File: src/rtl/channel_scale_broadcast.sv
// channel_scale_broadcast: expand side of the squeeze-excitation path.
// Loads one unsigned scale per channel, then multiplies every pixel of the
// channel-major feature map by its channel's scale with round-half-up and
// saturation. Output is registered once: one cycle after each accept.
module channel_scale_broadcast #(
    parameter int DATA_WIDTH  = 16,
    parameter int SCALE_WIDTH = 8,
    parameter int SCALE_FRAC  = 7,
    parameter int IN_HEIGHT   = 8,
    parameter int IN_WIDTH    = 8,
    parameter int CHANNELS    = 16
) (
    input  logic                   clk,
    input  logic                   rst,
    input  logic [SCALE_WIDTH-1:0] scale_in,
    input  logic                   scale_valid,
    input  logic [DATA_WIDTH-1:0]  feat_in,
    input  logic                   feat_valid,
    output logic                   feat_ready,
    output logic [DATA_WIDTH-1:0]  out_data,
    output logic                   out_valid,
    output logic                   frame_done,
    output logic                   busy,
    output logic                   err_overrun
);

    localparam int PIX    = IN_HEIGHT * IN_WIDTH;
    localparam int CH_W   = (CHANNELS > 1) ? $clog2(CHANNELS) : 1;
    localparam int PIX_W  = (PIX > 1) ? $clog2(PIX) : 1;
    localparam int PROD_W = DATA_WIDTH + SCALE_WIDTH;

    localparam logic [CH_W-1:0]   CH_LAST  = CH_W'(CHANNELS - 1);
    localparam logic [PIX_W-1:0]  PIX_LAST = PIX_W'(PIX - 1);
    localparam logic [PROD_W:0]   HALF     = (PROD_W + 1)'(1) << (SCALE_FRAC - 1);
    localparam logic [PROD_W:0]   SAT_MAX  = (PROD_W + 1)'({DATA_WIDTH{1'b1}});

    typedef enum logic {
        LOAD   = 1'b0,
        STREAM = 1'b1
    } state_t;

    state_t state_q, next_state;

    logic [SCALE_WIDTH-1:0] scale_buf [CHANNELS];
    logic [CH_W-1:0]        scale_cnt;
    logic [CH_W-1:0]        ch_cnt;
    logic [PIX_W-1:0]       pix_cnt;

    logic                   in_stream;
    logic                   scale_store;
    logic                   accept;
    logic                   last_scale;
    logic                   last_pix;
    logic                   frame_end;

    logic [PROD_W-1:0]      prod_p0;
    logic [DATA_WIDTH-1:0]  res_p0;

    logic [DATA_WIDTH-1:0]  out_data_p1;
    logic                   vld_p1;
    logic                   done_p1;

    // Round half up by adding 2^(SCALE_FRAC-1) before the shift, then clamp
    // to the largest representable pixel.
    function automatic logic [DATA_WIDTH-1:0] round_sat(input logic [PROD_W-1:0] prod);
        logic [PROD_W:0] sum;
        logic [PROD_W:0] rnd;
        sum = {1'b0, prod} + HALF;
        rnd = sum >> SCALE_FRAC;
        if (rnd > SAT_MAX) begin
            round_sat = '1;
        end else begin
            round_sat = rnd[DATA_WIDTH-1:0];
        end
    endfunction

    assign in_stream   = (state_q == STREAM);
    assign feat_ready  = in_stream;
    assign busy        = in_stream;
    assign scale_store = scale_valid && !in_stream;
    assign accept      = feat_valid && in_stream;
    assign last_scale  = (scale_cnt == CH_LAST);
    assign last_pix    = (pix_cnt == PIX_LAST);
    assign frame_end   = accept && last_pix && (ch_cnt == CH_LAST);

    // State register.
    always_ff @(posedge clk or posedge rst) begin
        if (rst) begin
            state_q <= LOAD;
        end else begin
            state_q <= next_state;
        end
    end

    // Next state: leave LOAD on the last scale, leave STREAM on the last pixel.
    always_comb begin
        next_state = state_q;
        case (state_q)
            LOAD:    if (scale_store && last_scale) next_state = STREAM;
            STREAM:  if (frame_end) next_state = LOAD;
            default: next_state = LOAD;
        endcase
    end

    // Scale buffer fill; a partially loaded buffer is discarded by reset.
    always_ff @(posedge clk or posedge rst) begin
        if (rst) begin
            for (int i = 0; i < CHANNELS; i++) begin
                scale_buf[i] <= '0;
            end
            scale_cnt <= '0;
        end else if (scale_store) begin
            scale_buf[scale_cnt] <= scale_in;
            scale_cnt            <= last_scale ? '0 : scale_cnt + 1'b1;
        end
    end

    // Pixel and channel position within the frame, advanced per accept.
    always_ff @(posedge clk or posedge rst) begin
        if (rst) begin
            pix_cnt <= '0;
            ch_cnt  <= '0;
        end else if (accept) begin
            if (last_pix) begin
                pix_cnt <= '0;
                ch_cnt  <= (ch_cnt == CH_LAST) ? '0 : ch_cnt + 1'b1;
            end else begin
                pix_cnt <= pix_cnt + 1'b1;
            end
        end
    end

    // Overrun flag: a scale arriving while streaming is dropped and remembered.
    always_ff @(posedge clk or posedge rst) begin
        if (rst) begin
            err_overrun <= 1'b0;
        end else if (scale_valid && in_stream) begin
            err_overrun <= 1'b1;
        end
    end

    // ---- stage p0: multiply by the current channel's scale, round, saturate
    assign prod_p0 = PROD_W'(feat_in) * PROD_W'(scale_buf[ch_cnt]);
    assign res_p0  = round_sat(prod_p0);

    // ---- stage p1: registered result; data holds between accepts
    always_ff @(posedge clk or posedge rst) begin
        if (rst) begin
            out_data_p1 <= '0;
            vld_p1      <= 1'b0;
            done_p1     <= 1'b0;
        end else begin
            vld_p1  <= accept;
            done_p1 <= frame_end;
            if (accept) begin
                out_data_p1 <= res_p0;
            end
        end
    end

    assign out_data   = out_data_p1;
    assign out_valid  = vld_p1;
    assign frame_done = done_p1;

endmodule
File: config.mk
export PLATFORM = sky130hd
export DESIGN_NAME = channel_scale_broadcast
export DESIGN_NICKNAME = d
export VERILOG_FILES = /design/src/rtl/channel_scale_broadcast.sv
export SDC_FILE = /design/constraint.sdc
export NUM_CORES = 1
export LEC_CHECK = 0
export ABC_AREA = 1
export CORE_MARGIN = 2
export CORE_UTILIZATION = 45
export DETAILED_ROUTE_END_ITERATION = 12
export HOLD_SLACK_MARGIN = 0.12
export MAX_ROUTING_LAYER = met4
export PLACE_DENSITY = 0.74
export SLEW_MARGIN = 30
export SYNTH_ARGS = -nofsm -noshare
export SYNTH_HDL_FRONTEND = slang
export SYNTH_SLANG_ARGS = --single-unit
export TNS_END_PERCENT = 50
File: constraint.sdc
create_clock -name clk -period 10.29 [get_ports clk]
set_input_delay 3.087 -clock clk [delete_from_list [all_inputs] [get_ports clk]]
set_output_delay 3.087 -clock clk [all_outputs]
set_load 0.03 [all_outputs]
## Word level (Yosys, flattened, before mapping)

Cells that the tools add are included.

| storage, ports and cells | value |
|---|---|
| register bits after elaboration | 162 |
| output and inout port bits | 21 |
| logic and storage cells | 61 |

| cells by class | value |
|---|---|
| add/subtract/negate cells | 4 |
| multipliers | 1 |
| $lt $le $gt $ge | 4 |
| eq/ne operators | 3 |
| mux-type cells | 13 |
| bitwise logic cells | 3 |
| reductions and logical operators | 9 |

Operators by type and width:

| kind | number |
|---|---|
| $bwmux 128 | 1 |
| $bmux 8 s4 | 1 |
| $demux 8 s4 | 1 |
| $add 24x7->25 const B | 1 |
| $mul 16x8->24 | 1 |
| $mux 8 | 3 |
| $gt 18x16->1 const B | 1 |
| $mux 16 | 1 |
| $ge 5x5->1 const B | 2 |
| $not 4->5 | 2 |
| $add 4x1->4 const B | 2 |
| $eq 4x4->1 const B | 2 |
| $mux 4 | 2 |
| $logic_and 1x1->1 | 7 |
| $add 6x1->6 const B | 1 |
| $eq 6x6->1 const B | 1 |
| $mux 6 | 1 |
| $lt 5x1->1 const B | 1 |
| $mux 1 | 2 |
| $pmux 1 s2 | 1 |
| $reduce_and 2->1 | 1 |
| $logic_not 1->1 | 1 |
| $not 1->1 | 1 |

## Logic depth before layout (Yosys ltp)

| logic depth | value |
|---|---|
| depth in word-level cells | 8 |
| gate-level depth with buffers | 34 |
| mapped depth without buffers | 31 |

## Least setup slack after synthesis

Ideal clock, no wire load.

| path | value |
|---|---|
| kind | in2reg |
| start point | input port feat_in[10] |
| end point | register out_data_p1[10] (netlist: out_data[10]) |
| arrival time | 6908 ps |
| required time | 10177 ps |
| slack | 3269 ps |
| stages on the path | 23 |
| buffers on the path | 0 |
| cells stage by stage | inv_1 -> nor2_1 -> fa_1 -> inv_1 -> fa_1 -> inv_1 -> fa_1 -> inv_1 -> fa_1 -> inv_1 -> ha_1 -> nand2_1 -> inv_1 -> nand2_1 -> nand2_1 -> a21oi_1 -> nand3_1 -> nand2_1 -> nand2_2 -> a21oi_4 -> nand2_1 -> nand2_1 -> inv_1 |

| on the way | value |
|---|---|
| cells in the longest elaborated chain, start to end | 4 |

RTL lines:

| item | RTL line | source |
|---|---|---|
| from (decl) | 17 | `input logic [DATA_WIDTH-1:0] feat_in,` |
| $mul 16x8->24 (*) | 143 | `assign prod_p0 = PROD_W'(feat_in) * PROD_W'(scale_buf[ch_cnt]);` |
| $add 24x7->25 (*) | 68 | `sum = {1'b0, prod} + HALF;` |
| $gt 18x16->1 | 70 | `if (rnd > SAT_MAX) begin` |
| $mux 16 (*) | 70 |  |
| to (signal assigned) | 156 | `out_data_p1 <= res_p0;` |
| to (decl) | 59 | `logic [DATA_WIDTH-1:0] out_data_p1;` |

Mark *: on every way between the ends. The rest lies on a longest branch, timed or not.
A chain may end at the register's enable or synchronous reset.

## Worst setup path after layout

| path | value |
|---|---|
| start point | input port feat_in[3] |
| end point | register out_data_p1[12] (netlist: out_data[12]) |

The elaborated chain is that of the path after synthesis.

==> impl_metrics.json <==
{
  "outcome": "completed",
  "io_buffer_count": 48,
  "fin_crit_ns": 7.43,
  "rsz0062_at_grt": "no",
  "worstHoldEndpoint": "err_overrun$_DFFE_PP0P_",
  "gr-total-overflow": 0,
  "cts_root_buffer": "clkbuf_16",
  "power_frac_comb": 0.506,
  "reg2regPathDepth": 24,
  "antenna_found_initial": 0,
  "finalSetupViolations": 0,
  "synth.area.mux_share": 0,
  "route.detailed.drc": 0,
  "critPathKind": "in2reg",
  "clock_skew_ns": 0.0121,
  "fin_crit_sh": 0.722,
  "grt_pass1_vias": 9844,
  "holdCritStartpoint": "err_overrun$_DFFE_PP0P_",
  "hold_depth": 1,
  "postCtsSetupBuffers": 0,
  "netlist_area_um2": 11900,
  "crit_path_end_kind": "flop",
  "reg2reg_slack_ns": 3.37,
  "cts_resized": 0,
  "place.gp.congestion": 0.957,
  "nets": 1701,
  "p_int_w": 0.00155,
  "synthToLayoutAreaGrowth_pct": 9.82,
  "cp-start-kind": "input pin",
  "async_flop_share": 1.00,
  "yosys_most_used_dff": "dfrtp_1",
  "dp_hpwl_mm": 21.1,
  "max_slew.worst_pin.slew_ns": 0.860,
  "synthesis.nets": 1694,
  "tns_ns": 0,
  "drt_first_iter_violations": 753,
  "cts_sinks": 162,
  "cp_data_required_time_ns": 10.61,
  "vias": 9873,
  "die_h_um": 167,
  "routed_wirelength_mm": 28.4,
  "ys_ff_latch": 162,
  "cts_tree": "built",
  "die_x_um": 167,
  "power.density_nw_per_um2": 214,
  "grt_max_degree": 86,
  "clockPowerShare": 0.228,
  "cts_buffer_depth": 2,
  "synth_xor_area_frac": 0.00808,
  "p_sw_frac": 0.446,
  "yosysUniqueCellTypes": 40,
  "viasPerCell": 5.26,
  "leakage_nw": 6.81,
  "clk_pin_slew_ns": 0.07,
  "grt_pass1_wl_mm": 49.1,
  "power_switching_w": 0.00125,
  "h-tree-depth": 4,
  "reg2reg_from": "ch_cnt[2]$_DFFE_PP0P_",
  "grt_use_total": 0.222,
  "arrival_ns": 7.75,
  "drv_cap": 0,
  "antenna_cells": 0,
  "slew_headroom": 0.426,
  "initial_core_util": 0.457,
  "synth-simple-area-share": 0.202,
  "rows": 59,
  "postSynthAreaPerCell_um2": 7.84,
  "cts_hold_buf": 0,
  "ios": 49,
  "drive_gt1_frac": 0.0571,
  "rr_endpoint": "out_data[12]$_DFFE_PP0P_",
  "ant_nets": 0,
  "first_pass_iters": 5,
  "cp_max_fo": 9,
  "pwr-share-seq": 0.266,
  "drv_slew": 0,
  "holdCritPathClass": "reg2reg",
  "stdcell_count": 1876,
  "clock_latency_ns": 0.43,
  "ys_seq_area_frac": 0.340,
  "final-hold-violation-count": 0,
  "synth_edf_count": 0,
  "die_area_um2": 27800,
  "fmax_mhz": 135,
  "cts_made_buffers": 17,
  "wl_per_cell_um": 15.1,
  "syn_inst": 1521,
  "ir_worst_vdd_mv": 0.133,
  "synth_fa_ha_area_frac": 0.205,
  "yosysWarnings": 0,
  "dp_cells": 1844,
  "synth_compound_area_frac": 0.134,
  "synth_top_family_by_area": "adder cells",
  "coreArea_um2": 26100
}
[worst max-delay path: stages]
cell and delay (ns):
clkdlybuf4s50_1 0.43, inv_1 0.24, nor2_1 0.12, fa_1 0.55, inv_1 0.06, fa_1 0.49
inv_1 0.06, fa_1 0.54, inv_1 0.06, fa_1 0.53, inv_1 0.05, ha_1 0.34
a21oi_1 0.22, nand2_1 0.18, nand2_1 0.14, nand3_1 0.15, a21oi_4 0.30, nand2_1 0.09
nand2_1 0.07, inv_1 0.03
[how the worst max path moves through the flow]
| stage | slack (ns) | cells after the start | startpoint | end |
|---|---|---|---|---|
| floorplan | 2.83 | 1 | rst | busy$_DFF_PP0_ |
| global placement | 2.48 | 20 | feat_in[4] | out_data[13]$_DFFE_PP0P_ |
| detailed placement | 2.46 | 20 | feat_in[3] | out_data[13]$_DFFE_PP0P_ |
| CTS | 2.90 | 20 | feat_in[3] | out_data[13]$_DFFE_PP0P_ |
| global route | 2.55 | 21 | feat_in[7] | out_data[12]$_DFFE_PP0P_ |
| finish | 2.86 | 20 | feat_in[3] | out_data[12]$_DFFE_PP0P_ |
[cell usage in the layout, fill, tap and decap left out, types with 17 or more instances in the layout]
| cell type | synthesis | routed |
|---|---|---|
| nand2_1 | 251 | 251 |
| inv_1 | 242 | 241 |
| nor2_1 | 224 | 224 |
| dfrtp_1 | 162 | 161 |
| a21oi_1 | 108 | 108 |
| fa_1 | 84 | 84 |
| o21ai_0 | 80 | 80 |
| o21ai_1 | 78 | 78 |
| ha_1 | 61 | 61 |
| nand3_1 | 56 | 56 |
| clkdlybuf4s50_1 | 0 | 48 |
| clkbuf_16 | 0 | 17 |
[power by group through the flow]
stage          clock network, W  logic, W  registers [W]
2_1_floorplan                 0  0.000973       0.000798
3_3_place_gp                  0   0.00140       0.000757
3_5_place_dp                  0   0.00140       0.000757
4_1_cts                0.000650   0.00142       0.000746
5_1_grt                0.000673   0.00163       0.000755
6_report               0.000639   0.00142       0.000745
[layout make-up]
class,count,area (um2)
inverter,257,973
clock buffer,18,439
tap,335,419
timing repair buffer,51,507
fill,2466,13000
multi-input combinational,1039,6540
sequential,162,4060
clock inverter,14,159
[layer usage]
| layer | GRT usage | routed length (um) | vias up | part of all wire |
|---|---|---|---|---|
| met4 | 0.0693 | 658 | 0 | 0.023 |
| li1 | - | - | 4769 | - |
| met1 | 0.294 | 12800 | 4783 | 0.45 |
| met2 | 0.355 | 13500 | 273 | 0.48 |
| met3 | 0.0311 | 1390 | 48 | 0.049 |
| met5 | - | 0 | - | 0 |
[per-stage QoR]
stage	utilization	worst slack [ns]	hold slack [ns]	instance area, um2	total power (W)
global placement	0.479	2.48	0.446	12500	0.00215
global route	0.502	2.55	0.492	13100	0.00306
finish	0.502	2.86	0.469	13100	0.00280
floorplan	-	2.83	0.448	11900	0.00177
CTS	0.502	2.90	0.473	13100	0.00282
detailed placement	0.479	2.46	0.457	12500	0.00216
[kinds of logic after synthesis]
| kind of cell | after synthesis |
|---|---|
| buffers and inverters | 320 |
| DFF | 162 |
| xor gates and xnor gates | 11 |
| and+or+nand+nor | 584 |
| AOI/OAI and AO/OA | 299 |
| adders and majority gates | 145 |
[synth_stat cells (9+ instances only)]
cell,count,area [um2]
a21oi_1,108,541
buf_2,27,135
clkbuf_1,18,67.6
dfrtp_1,162,4050
fa_1,84,1680
ha_1,61,763
inv_1,242,908
inv_2,12,45.0
nand2_1,251,942
nand3_1,56,280
nor2_1,224,841
nor2_2,14,87.6
o211ai_1,12,90.1
o21ai_0,80,400
o21ai_1,78,390
or2_2,9,56.3
xor2_1,9,78.8
[state kept, by name, summed over array words and instances, names as in the netlist]
signal       cells
busy             1
ch_cnt           4
err_overrun      1
frame_done       1
out_data        16
out_valid        1
pix_cnt          6
scale_buf      128
scale_cnt        4
No activity file was read; power rests on OpenSTA's default activity.
==> RTL change 1 (same settings) <==
Make the reset (`rst`) synchronous in 5 clocked blocks.
--- a/src/rtl/channel_scale_broadcast.sv
+++ b/src/rtl/channel_scale_broadcast.sv
@@ -84,7 +84,7 @@
     assign frame_end   = accept && last_pix && (ch_cnt == CH_LAST);
 
     // State register.
-    always_ff @(posedge clk or posedge rst) begin
+    always_ff @(posedge clk) begin
         if (rst) begin
             state_q <= LOAD;
         end else begin
@@ -103,7 +103,7 @@
     end
 
     // Scale buffer fill; a partially loaded buffer is discarded by reset.
-    always_ff @(posedge clk or posedge rst) begin
+    always_ff @(posedge clk) begin
         if (rst) begin
             for (int i = 0; i < CHANNELS; i++) begin
                 scale_buf[i] <= '0;
@@ -116,7 +116,7 @@
     end
 
     // Pixel and channel position within the frame, advanced per accept.
-    always_ff @(posedge clk or posedge rst) begin
+    always_ff @(posedge clk) begin
         if (rst) begin
             pix_cnt <= '0;
             ch_cnt  <= '0;
@@ -131,7 +131,7 @@
     end
 
     // Overrun flag: a scale arriving while streaming is dropped and remembered.
-    always_ff @(posedge clk or posedge rst) begin
+    always_ff @(posedge clk) begin
         if (rst) begin
             err_overrun <= 1'b0;
         end else if (scale_valid && in_stream) begin
@@ -144,7 +144,7 @@
     assign res_p0  = round_sat(prod_p0);
 
     // ---- stage p1: registered result; data holds between accepts
-    always_ff @(posedge clk or posedge rst) begin
+    always_ff @(posedge clk) begin
         if (rst) begin
             out_data_p1 <= '0;
             vld_p1      <= 1'b0;
Function: same outputs for any inputs over 10 cycles, from zero or initial values and one cycle with rst high; that may be too few to reach the edited logic, so the function may still have changed.
==> RTL change 1 against the unedited design <==
Highest routed layer unchanged; final area rose by 0.22%; core utilization increased by 0.11 points; first-iteration DRC count is 38% higher; final cell count fell by 4.9%; fmax decreased by 1.3%; combinational power shrank 40%; sequential cell count increased by 4; global-route usage is 0.15 points higher; routed wire length increased by 3.9%; area after synthesis about the same; critical path depth increased by 3; power shrank 20%; synthesized cell count shrank 6.8%; worst setup slack got worse by 0.10 ns.
==> RTL change 1: results (changes against the unedited design) <==
** Logic synthesis
- Commonest cells post-synth: sky130_fd_sc_hd__nor2_1 (368), sky130_fd_sc_hd__inv_1 (225), sky130_fd_sc_hd__nand2_1 (186), sky130_fd_sc_hd__edfxtp_1 (128), sky130_fd_sc_hd__fa_1 (84) (was sky130_fd_sc_hd__nand2_1 (251), sky130_fd_sc_hd__inv_1 (242), sky130_fd_sc_hd__nor2_1 (224), sky130_fd_sc_hd__dfrtp_1 (162), sky130_fd_sc_hd__a21oi_1 (108)).
- Syn Nets :: 1591 (was 1694)
- Synth unique cells :: 39 (was 40)
- Sequential share of the synthesized area :: 38.61% (was 34.01%)
- The dominant synthesized flop cell was sky130_fd_sc_hd__edfxtp_1 (was sky130_fd_sc_hd__dfrtp_1).
- The number of enable-type register cells in the synthesized netlist is 128 (was 0).
- The share of synthesized flip-flops with an asynchronous set or reset came to 0% (was 100.0%).
- Synth area leaders :: sky130_fd_sc_hd__edfxtp_1 (32%), sky130_fd_sc_hd__fa_1 (14%), sky130_fd_sc_hd__nor2_1 (12%) (was sky130_fd_sc_hd__dfrtp_1 (34%), sky130_fd_sc_hd__fa_1 (14%), sky130_fd_sc_hd__nand2_1 (7.9%))

** Detailed routing
- The number of vias per cell is 5.283 (was 5.263).
- Met2 WL :: 13910 um (was 13530 um)
- M1 WL :: 12730 um (was 12780 um)
- The count of routing violations after the opening detailed-route iteration was 1038 (was 753).
- The met3 wirelength from detailed routing came to 2075 um (was 1385 um).
- The post-detailed-routing wire length is 29450 um (was 28350 um).

** STA
- Slew at the pin closest to its max-slew limit :: 0.9809 ns (was 0.8597 ns)
- The final clock skew was 0.02110 ns (was 0.01211 ns).

** Global route
- Met2 global-route usage :: 35.29% (was 35.47%)
- The largest net degree at the start of global routing was 66 (was 86).
- Global Route met3 Usage :: 3.921% (was 3.113%)
- Number of global-route vias before repair :: 9435 (was 9844)
- Met1 track demand over resource :: 29.35% (was 29.41%)
- The overall global routing resource usage was 22.31% (was 22.16%).
- Number of antenna violations at the first check in global routing :: 0 (unchanged)
- The global-route wire length before repair was 48210 um (was 49070 um).

** Placed design
- The final estimated routing congestion in global placement was 0.9364 (was 0.9573).
- The half-perimeter wire length of the detailed placement result is 21370 um (was 21100 um).

** Clock tree
- The number of H-tree levels is 4 (unchanged).
- Clock latency on the worst-skew pair :: 0.44 ns
- The buffer depth of the longest clock path is 2 (unchanged).

** Worst setup path
- The maximum net fanout on the critical path was 13 (was 9).
- Critical path arrival :: 7.84 ns (was 7.75 ns)

** Layout
- Fraction of final layout cells with drive strength greater than 1 :: 5.931% (was 5.711%)
- Total number of nets in the final design :: 1610 (was 1701)
- Number of filler instances in the final layout :: 2398 (was 2466)
- Largest Register :: scale_buf (unchanged)

** Power
- Maximum ir drop on the vdd rail :: 0.0001124 V (was 0.0001329 V)
- The static leakage came to 6.080 nW (was 6.814 nW).
- The switching part of the total came to 39.65% (was 44.55%).
- The sequential power came to 0.746 mW (was 0.745 mW).
- Portion of total power attributed to the clock network :: 28.4% (was 22.8%)

** Status
- Status :: complete, no violations (unchanged)
[RTL change 1: cell count changes in the layout (fill, tap and decap cells not counted), sizes merged, moves of 38 or more]
cell    before  now
a21oi      110   30
dfrtp      162    0
dfxtp        0   38
edfxtp       0  128
nand2      259  202
nor2       238  381
o21ai      158   78
[RTL change 1: final timing paths]
path	start	end	slack, ns	cells past startpoint
max	feat_in[12]	out_data[13]$_SDFFE_PP0P_	2.76	23
min	err_overrun$_SDFFE_PP0P_	err_overrun$_SDFFE_PP0P_	0.49	2
max reg2reg	flip-flop	out_data[13]$_SDFFE_PP0P_	3.54	28
min reg2reg	err_overrun$_SDFFE_PP0P_	err_overrun$_SDFFE_PP0P_	0.49	2
[RTL change 1: cell families after synthesis]
| kind of cell | count (synthesis) | synth area share [%] |
|---|---|---|
| AND/OR/NAND/NOR | 657 | 22.37 |
| XOR/XNOR | 7 | 0.5142 |
| AO/OA/AOI/OAI | 155 | 7.786 |
| flip-flops | 166 | 38.61 |
| buffers and inverters | 288 | 10.21 |
| adder cells (fa/ha/maj) | 145 | 20.50 |
[RTL change 1: worst max-delay path: stages]
cell and delay, ns:
sky130_fd_sc_hd__clkdlybuf4s50_1 0.48, sky130_fd_sc_hd__inv_1 0.26, sky130_fd_sc_hd__nor2_1 0.11, sky130_fd_sc_hd__fa_1 0.49, sky130_fd_sc_hd__inv_1 0.06, sky130_fd_sc_hd__fa_1 0.53, sky130_fd_sc_hd__inv_1 0.06, sky130_fd_sc_hd__fa_1 0.53
sky130_fd_sc_hd__inv_1 0.05, sky130_fd_sc_hd__fa_1 0.53, sky130_fd_sc_hd__inv_1 0.04, sky130_fd_sc_hd__ha_1 0.38, sky130_fd_sc_hd__nand2_1 0.13, sky130_fd_sc_hd__nor2_1 0.18, sky130_fd_sc_hd__nand2_1 0.09, sky130_fd_sc_hd__nor2_1 0.10
sky130_fd_sc_hd__nand2_1 0.07, sky130_fd_sc_hd__nand4_1 0.10, sky130_fd_sc_hd__nand2_1 0.07, sky130_fd_sc_hd__inv_2 0.17, sky130_fd_sc_hd__nand2_1 0.14, sky130_fd_sc_hd__nor2_1 0.14, sky130_fd_sc_hd__nor2_1 0.05
[RTL change 1: cell type report]
type                            instances  share of cell area (%)
Tap cell                              335                   3.195
Sequential cell                       166                   35.10
Clock inverter                         15                   1.316
Multi-Input combinational cell        964                   46.51
Inverter                              237                   6.800
Clock buffer                           17                   3.242
Timing Repair Buffer                   51                   3.834
[RTL change 1: through the flow]
stage	instance area, um^2	std cells	power, mW	worst slack [ns]
after floorplan	11920	1418	1.373	3.318
after global placement	12520	1753	1.602	2.368
after detailed placement	12520	1753	1.604	2.350
after CTS	13120	1785	2.239	2.778
after global routing	13120	1785	2.383	2.434
final	13120	1785	2.239	2.761
==> RTL change 2 (same flow settings) <==
Without the edit above. `DATA_WIDTH`: 16 -> 18.
--- a/src/rtl/channel_scale_broadcast.sv
+++ b/src/rtl/channel_scale_broadcast.sv
@@ -3,7 +3,7 @@
 // channel-major feature map by its channel's scale with round-half-up and
 // saturation. Output is registered once: one cycle after each accept.
 module channel_scale_broadcast #(
-    parameter int DATA_WIDTH  = 16,
+    parameter int DATA_WIDTH  = 18,
     parameter int SCALE_WIDTH = 8,
     parameter int SCALE_FRAC  = 7,
     parameter int IN_HEIGHT   = 8,
Interface: changed (resized feat_in and out_data); port bits go from 49 to 53. No check against the original RTL was run, so the function may have changed too.
==> RTL change 2 against the unedited design <==
Clock skew grew 0.0018 ns; combinational power up 56%; routed wire length up 16%; non-clock buffer count increased by 4; core utilization is 0.16 points lower; power rose by 29%; area after synthesis increased by 7.0%; sequential cell count rose by 2; worst setup slack got worse by 0.25 ns; final area is 6.6% higher; largest cell class unchanged; critical endpoint is now out_data[13]$_DFFE_PP0P_; worst hold slack worse by 0.0043 ns.
==> RTL change 2: results (changes against the unedited design) <==
** Worst setup path
- Longest individual stage delay on the worst path :: 0.57 ns (was 0.55 ns)
- Source of the worst register-to-register timing path :: ch_cnt[0]$_DFFE_PP0P_ (was ch_cnt[2]$_DFFE_PP0P_)
- The logic depth of the worst register-to-register path came to 28 (was 24).
- The critical register-to-register path endpoint is out_data[13]$_DFFE_PP0P_ (was out_data[12]$_DFFE_PP0P_).
- Critical path arrival :: 8.00 ns (was 7.75 ns)

** Placed design
- The half-perimeter wire length of the detailed placement result came to 24270 um (was 21100 um).
- Placer congestion estimate :: 0.9439 (was 0.9573)
- The count of port buffers added during placement came to 52 (was 48).

** Global route
- The met1 global-route usage was 32.44% (was 29.41%).
- The met2 track demand over resource in global routing was 38.96% (was 35.47%).
- First-pass GRT wire length :: 54560 um (was 49070 um)
- The largest net degree at the start of global routing is 93 (was 86).
- The overall global routing resource usage came to 24.22% (was 22.16%).
- Number of global-route vias before repair :: 10590 (was 9844)

** Logic synthesis
- Synth unique cells :: 41 (was 40)
- Sequential share of the synthesized area :: 32.18% (was 34.01%)
- Synth area leaders :: sky130_fd_sc_hd__dfrtp_1 (32%), sky130_fd_sc_hd__fa_1 (15%), sky130_fd_sc_hd__inv_1 (8.0%) (was sky130_fd_sc_hd__dfrtp_1 (34%), sky130_fd_sc_hd__fa_1 (14%), sky130_fd_sc_hd__nand2_1 (7.9%))

** Detailed routing
- Detailed Route Iter0 Violations :: 1073 (was 753)

** Power
- Comb power :: 2.22 mW (was 1.42 mW)
- The switching part of the total came to 49.39% (was 44.55%).
- The static leakage is 7.233 nW (was 6.814 nW).

** Status
- Status: complete, no violations (unchanged).

** STA
- The final hold slack was 0.4650 ns (was 0.4694 ns).
- Slew at the pin closest to its max-slew limit :: 0.8597 ns (about the same)

** Layout
- Fraction of final layout cells with drive strength greater than 1 :: 6.622% (was 5.711%)
- Total number of nets in the final design :: 1824 (was 1701)
## RTL change 2: kinds of logic after synthesis
| logic type | after synthesis | synth area share (%) |
|---|---|---|
| AOI/OAI and AO/OA | 304 | 12.74 |
| and+or+nand+nor | 637 | 21.48 |
| adders and majority gates | 161 | 21.45 |
| buffers and inverters | 351 | 11.61 |
| DFF | 164 | 32.18 |
| xor gates and xnor gates | 8 | 0.5495 |
## RTL change 2: worst max-delay path by stage
stage | cells past startpoint | start | endpoint | slack (ns)
floorplan | 1 | rst | busy$_DFF_PP0_ | 2.77
global placement | 21 | feat_in[1] | out_data[13]$_DFFE_PP0P_ | 2.13
detailed placement | 21 | feat_in[2] | out_data[13]$_DFFE_PP0P_ | 2.23
CTS | 21 | feat_in[2] | out_data[13]$_DFFE_PP0P_ | 2.64
global route | 24 | feat_in[4] | out_data[13]$_DFFE_PP0P_ | 2.32
finish | 21 | feat_in[2] | out_data[13]$_DFFE_PP0P_ | 2.61
## RTL change 2: routing by layer
metal / share of wire [%] / vias up / routed length (um)
li1: - / 5087 / -
met1: 45 / 5166 / 14830
met2: 47 / 358 / 15590
met3: 5.9 / 51 / 1932
met4: 1.8 / 0 / 584
met5: 0 / - / 0
## RTL change 2: final cells by class
class	instances	area [um^2]	area share (%)
clock inverters	14	146.4	1.049
repair buffers	55	546.8	3.919
well taps	378	473.0	3.390
inverters	285	1077	7.722
multi-input cells	1110	7173	51.42
flip-flops and latches	164	4105	29.43
clock buffers	18	429.2	3.076
## RTL change 2: metrics by stage
step	power [mW]	instances	setup WS, ns	instance area (um^2)
after CTS	3.627	2024	2.644	13950
after global placement	2.953	1992	2.127	13370
after floorplan	2.383	1625	2.770	12750
after global routing	3.959	2024	2.320	13950
after detailed placement	2.974	1992	2.226	13370
final	3.609	2024	2.612	13950
